--- src/rtl/reg_bank_timer_alarm.sv ---
// rtl/reg_bank_timer_alarm.sv - channel register bank with countdown-timer alarm supervisor
// Channels load from edit counters or RTC; timer fields drive a four-state alarm FSM.
module reg_bank_timer_alarm #(
  parameter int DATA_W        = 8,
  parameter int N_CH          = 9,
  parameter int TMR_SEG_IDX   = 6,
  parameter int TMR_MIN_IDX   = 7,
  parameter int TMR_HORA_IDX  = 8,
  parameter int ALARM_TIMEOUT = 0
) (
  input  logic                     clk,
  input  logic                     reset,
  input  logic [N_CH-1:0]          cs,
  input  logic [N_CH-1:0]          hold,
  input  logic [N_CH*DATA_W-1:0]   rtc_data,
  input  logic [N_CH*DATA_W-1:0]   count_data,
  input  logic                     cfg_sw,
  input  logic                     alarm_clear,
  output logic [N_CH*DATA_W-1:0]   out_data,
  output logic [3*DATA_W-1:0]      timer_view,
  output logic                     show_count,
  output logic                     alarm_active,
  output logic                     alarm_pulse
);

  localparam int TMO_W = (ALARM_TIMEOUT > 0) ? $clog2(ALARM_TIMEOUT + 1) : 1;
  localparam logic [TMO_W-1:0] TMO_MAX  = TMO_W'(ALARM_TIMEOUT);
  localparam logic [TMO_W-1:0] TMO_LAST = TMO_W'((ALARM_TIMEOUT > 0) ? ALARM_TIMEOUT - 1 : 0);

  typedef enum logic [1:0] {IDLE, CONF, RUN, ALARM} state_t;

  state_t state, next_state;
  logic [DATA_W-1:0] bank [N_CH];
  logic [3*DATA_W-1:0] target, elapsed, current;
  logic match, done_q, timeout_hit;
  logic [TMO_W-1:0] tmo_cnt;
  logic show_count_d, alarm_active_d, alarm_pulse_d;

  always_ff @(posedge clk or posedge reset) begin
    if (reset) begin
      for (int i = 0; i < N_CH; i++) bank[i] <= '0;
    end else begin
      for (int i = 0; i < N_CH; i++) begin
        if (cs[i])         bank[i] <= count_data[i*DATA_W +: DATA_W];
        else if (!hold[i]) bank[i] <= rtc_data[i*DATA_W +: DATA_W];
      end
    end
  end

  always_comb begin
    out_data = '0;
    for (int i = 0; i < N_CH; i++) out_data[i*DATA_W +: DATA_W] = bank[i];
  end

  assign target  = {count_data[TMR_HORA_IDX*DATA_W +: DATA_W],
                    count_data[TMR_MIN_IDX*DATA_W +: DATA_W],
                    count_data[TMR_SEG_IDX*DATA_W +: DATA_W]};
  assign elapsed = {rtc_data[TMR_HORA_IDX*DATA_W +: DATA_W],
                    rtc_data[TMR_MIN_IDX*DATA_W +: DATA_W],
                    rtc_data[TMR_SEG_IDX*DATA_W +: DATA_W]};
  assign current = {bank[TMR_HORA_IDX], bank[TMR_MIN_IDX], bank[TMR_SEG_IDX]};

  // A zero target is treated as "no timer programmed".
  assign match      = (elapsed == target) && (target != '0);
  assign timer_view = show_count ? target : current;
  assign timeout_hit = (ALARM_TIMEOUT > 0) && (tmo_cnt == TMO_LAST);

  always_ff @(posedge clk or posedge reset) begin
    if (reset) begin
      state        <= IDLE;
      done_q       <= 1'b0;
      tmo_cnt      <= '0;
      show_count   <= 1'b1;
      alarm_active <= 1'b0;
      alarm_pulse  <= 1'b0;
    end else begin
      state        <= next_state;
      done_q       <= match && (state == RUN) && !alarm_active;
      show_count   <= show_count_d;
      alarm_active <= alarm_active_d;
      alarm_pulse  <= alarm_pulse_d;
      if (state != ALARM)        tmo_cnt <= '0;
      else if (tmo_cnt != TMO_MAX) tmo_cnt <= tmo_cnt + 1'b1;
    end
  end

  always_comb begin
    next_state = state;
    case (state)
      IDLE:  if (cfg_sw) next_state = CONF;
      CONF:  if (!cfg_sw) next_state = RUN;
      RUN: begin
        if (cfg_sw)      next_state = CONF;
        else if (done_q) next_state = ALARM;
      end
      ALARM: if (alarm_clear || timeout_hit) next_state = IDLE;
      default: next_state = IDLE;
    endcase
  end

  always_comb begin
    show_count_d   = (next_state != RUN);
    alarm_active_d = (next_state == ALARM);
    alarm_pulse_d  = (next_state == ALARM) && (state != ALARM);
  end

endmodule

--- config.mk ---
export PLATFORM = sky130hd
export DESIGN_NAME = reg_bank_timer_alarm
export DESIGN_NICKNAME = d
export VERILOG_FILES = /design/src/rtl/reg_bank_timer_alarm.sv
export SDC_FILE = /design/constraint.sdc
export NUM_CORES = 1
export LEC_CHECK = 0
export ABC_AREA = 1
export CORE_ASPECT_RATIO = 0.5
export CORE_MARGIN = 1.5
export CORE_UTILIZATION = 30
export DETAILED_ROUTE_END_ITERATION = 6
export GPL_TIMING_DRIVEN = 0
export HOLD_SLACK_MARGIN = 0.1
export PLACE_DENSITY = 0.68
export SETUP_SLACK_MARGIN = 0.4
export SLEW_MARGIN = 20
export SYNTH_ARGS = -nofsm -noshare
export SYNTH_HDL_FRONTEND = slang
export SYNTH_SLANG_ARGS = --single-unit
--- constraint.sdc ---
create_clock -name clk -period 5.3 [get_ports clk]
set_input_delay 0.795 -clock clk [delete_from_list [all_inputs] [get_ports clk]]
set_output_delay 0.795 -clock clk [all_outputs]
set_load 0.01 [all_outputs]
==> out/results.tsv <==
stage	metric	value	unit
layout	syn2layout_area_growth	76.37	%
cts	clkSlewWorstSetupHoldPaths	0.06	ns
timing	hold_viol	0	
grt	grt_pass1_vias	4690	
logic_synthesis	synth.avg_cell_area	7.489	um2
placement	gp_congestion	0.8008	
logic_synthesis	synth_top_area_share	46.36	%
layout	fin_util	54.10	%
timing	setup_viol	0	
logic_synthesis	synth_edf_count	0	
power	p_leak	3.290	nW
cts	cts.sinks	78	
grt	grt_max_degree	47	
layout	nets	989	
layout	antenna_cells	0	
outcome	status	finished clean	
floorplanning	coreArea	0.01355	mm2
drt	num_vias	4627	
timing	fmax	339.8	MHz
floorplanning	die_h	86.23	um
worst_setup_path	cp_max_fo	3	
logic_synthesis	yosysWarnings	0	
cts	clock_latency	0.33	ns
drt	routed_wl	14760	um
logic_synthesis	synth_top_area_cell	dfrtp_1	
placement	io_buffers	256	
logic_synthesis	yosysUniqueCellTypes	28	
timing	slew_headroom	59.53	%
cts	cts_inserted_buffers	9	
logic_synthesis	synthTopCellsByArea	dfrtp_1 46%, nand2_1 18%, nand3_1 6.9%	
timing	rsz0062_at_grt	no	
floorplanning	ios	265	
logic_synthesis	ys_ff_latch	78	
cts	cts_tree	done	
timing	setup_tns	0	ns
logic_synthesis	syn-instance-count	555	
drt	antenna_left	0	
timing	worst_pin_slew	0.6070	ns
power	vdd_ir_drop_max	0.0001710	V
drt	firstDrtPassIters	4	
cts	ctsHoldBuffers	0	
logic_synthesis	synth_area	0.004156	mm2
grt	overflow	0	
cts	cts_buffer_depth	2	
logic_synthesis	synth_common_cells	202 x nand2_1, 77 x dfrtp_1, 57 x nand3_1	
cts	clockRootBuffer	clkbuf_16	
floorplanning	start_util	30.67	%
logic_synthesis	yosysSeqAreaShare	46.99	%
timing	slew_violations	0	
worst_setup_path	worstSetupStartpointType	primary input	
timing	fin_skew	0.006403	ns
floorplanning	dieArea	0.01461	mm2
worst_setup_path	worstSetupPathType	in -> out	
worst_setup_path	crit_required	4.51	ns
drt	avgViaCountPerCell	4.536	
logic_synthesis	async_reset_ff_share	100.0	%
grt	antenna_found_initial	0	
placement	hpwl	11850	um
timing	period_needed	2.943	ns
logic_synthesis	syn_nets	721	
logic_synthesis	yosysMostFrequentCell	nand2_1	
cts	cts_resized	0	
cts	post_cts_buffers	0	
drt	routedWlPerCell	14.47	um
timing	finalCritPeriodShare	55.52	%
power	pwr_density_cell	272.7	mW/mm2
cts	htree_levels	3	
grt	grt_pass1_wl	23270	um
worst_setup_path	crit_path_end_kind	output pin	
drt	drtIter0Drc	243	
drt	drc	0	
logic_synthesis	ys.flop_type	dfrtp_1	
floorplanning	core.rowCount	30	
grt	grtUsageTotal	20.26	%
flow_run	maxCapViolCount	0	
worst_setup_path	cp_data_arrival_time	2.15	ns
floorplanning	die_w	169.5	um
layout	filler_cell_count	1300	
hold_path	hold_class	reg -> reg	
layout	drive_gt1_share	8.213	%
==> power by group <==
part           switching [mW]  leakage, nW  internal (mW)
combinational           0.255         2.20          0.326
clock                   0.249        0.166          0.474
sequential             0.0383        0.925          0.657
==> area by class of cell <==
| cell class | instances | area (um2) | share of cell area [%] |
|---|---|---|---|
| flip-flops and latches | 78 | 1953 | 26.64 |
| clock inverters | 5 | 106.4 | 1.451 |
| multi-input cells | 403 | 1893 | 25.82 |
| repair buffers | 257 | 2582 | 35.23 |
| well taps | 192 | 240.2 | 3.277 |
| clock buffers | 11 | 242.7 | 3.311 |
| inverters | 60 | 227.7 | 3.106 |
| plain buffers | 14 | 85.08 | 1.161 |
==> path summary, 6_finish.rpt <==
path	from	to	slack [ns]	depth (start not counted)
hold reg to reg	out_data[25]	out_data[25]	0.48	2
min in group asynchronous	reset	out_data[42]	0.91	2
setup reg to reg	state[1]	alarm_pulse	4.19	6
hold / removal	out_data[25]	out_data[25]	0.48	2
setup / recovery	count_data[48]	timer_view[0]	2.36	4
max in group asynchronous	reset	out_data[58]	3.79	3
==> critical path: stages <==
cell,delay (ns)
clkdlybuf4s50_1,0.52
inv_2,0.06
a21oi_1,0.19
clkdlybuf4s50_1,0.58
==> state kept, by name (all words and copies together) (netlist names) <==
register and count:
show_count 1, state 2, alarm_active 1, done_q 1, alarm_pulse 1, out_data 72
==> layout by cell type (no fill, tap or decap), drive strengths merged, types with 2 or more instances in the layout <==
| master | n |
|---|---|
| a21oi | 21 |
| a221oi | 8 |
| a31oi | 2 |
| buf | 15 |
| bufinv | 3 |
| clkbuf | 11 |
| clkdlybuf4s50 | 256 |
| clkinv | 2 |
| dfrtp | 77 |
| inv | 59 |
| mux2 | 6 |
| nand2 | 202 |
| nand3 | 57 |
| nor2 | 55 |
| nor3 | 13 |
| o21ai | 9 |
| o22ai | 16 |
| xnor2 | 10 |
==> stage by stage <==
| stage | instance area [um2] | hold WS [ns] | std cells | total power, mW | worst slack [ns] |
|---|---|---|---|---|---|
| floorplan | 4156 | 0.4825 | 555 | 0.9237 | 2.512 |
| global placement | 6959 | 0.4651 | 1003 | 1.281 | 1.043 |
| detailed placement | 6982 | 0.4679 | 1004 | 1.290 | 2.343 |
| CTS | 7331 | 0.4826 | 1020 | 2.023 | 2.330 |
| global route | 7331 | 0.5079 | 1020 | 2.096 | 2.285 |
| finish | 7331 | 0.4769 | 1020 | 1.999 | 2.357 |
==> metal layers <==
metal  track usage, %  routed length, um  share of wire (%)  up-vias
li1                 -                  -                  -     2323
met1            23.84               6184                 42     2141
met2            37.00               7521                 51      140
met3            4.612                771                5.2       23
met4            6.677                278                1.9        0
met5                0                  0                  0        -
==> cells by family after synthesis <==
| kind of cell | share of synthesized area (%) |
|---|---|
| AOI/OAI and AO/OA | 8.549 |
| DFF | 46.99 |
| xor gates and xnor gates | 2.318 |
| buffers and inverters | 7.465 |
| and+or+nand+nor | 33.05 |
| muxes | 1.625 |
No activity file was read; power rests on OpenSTA's default activity.
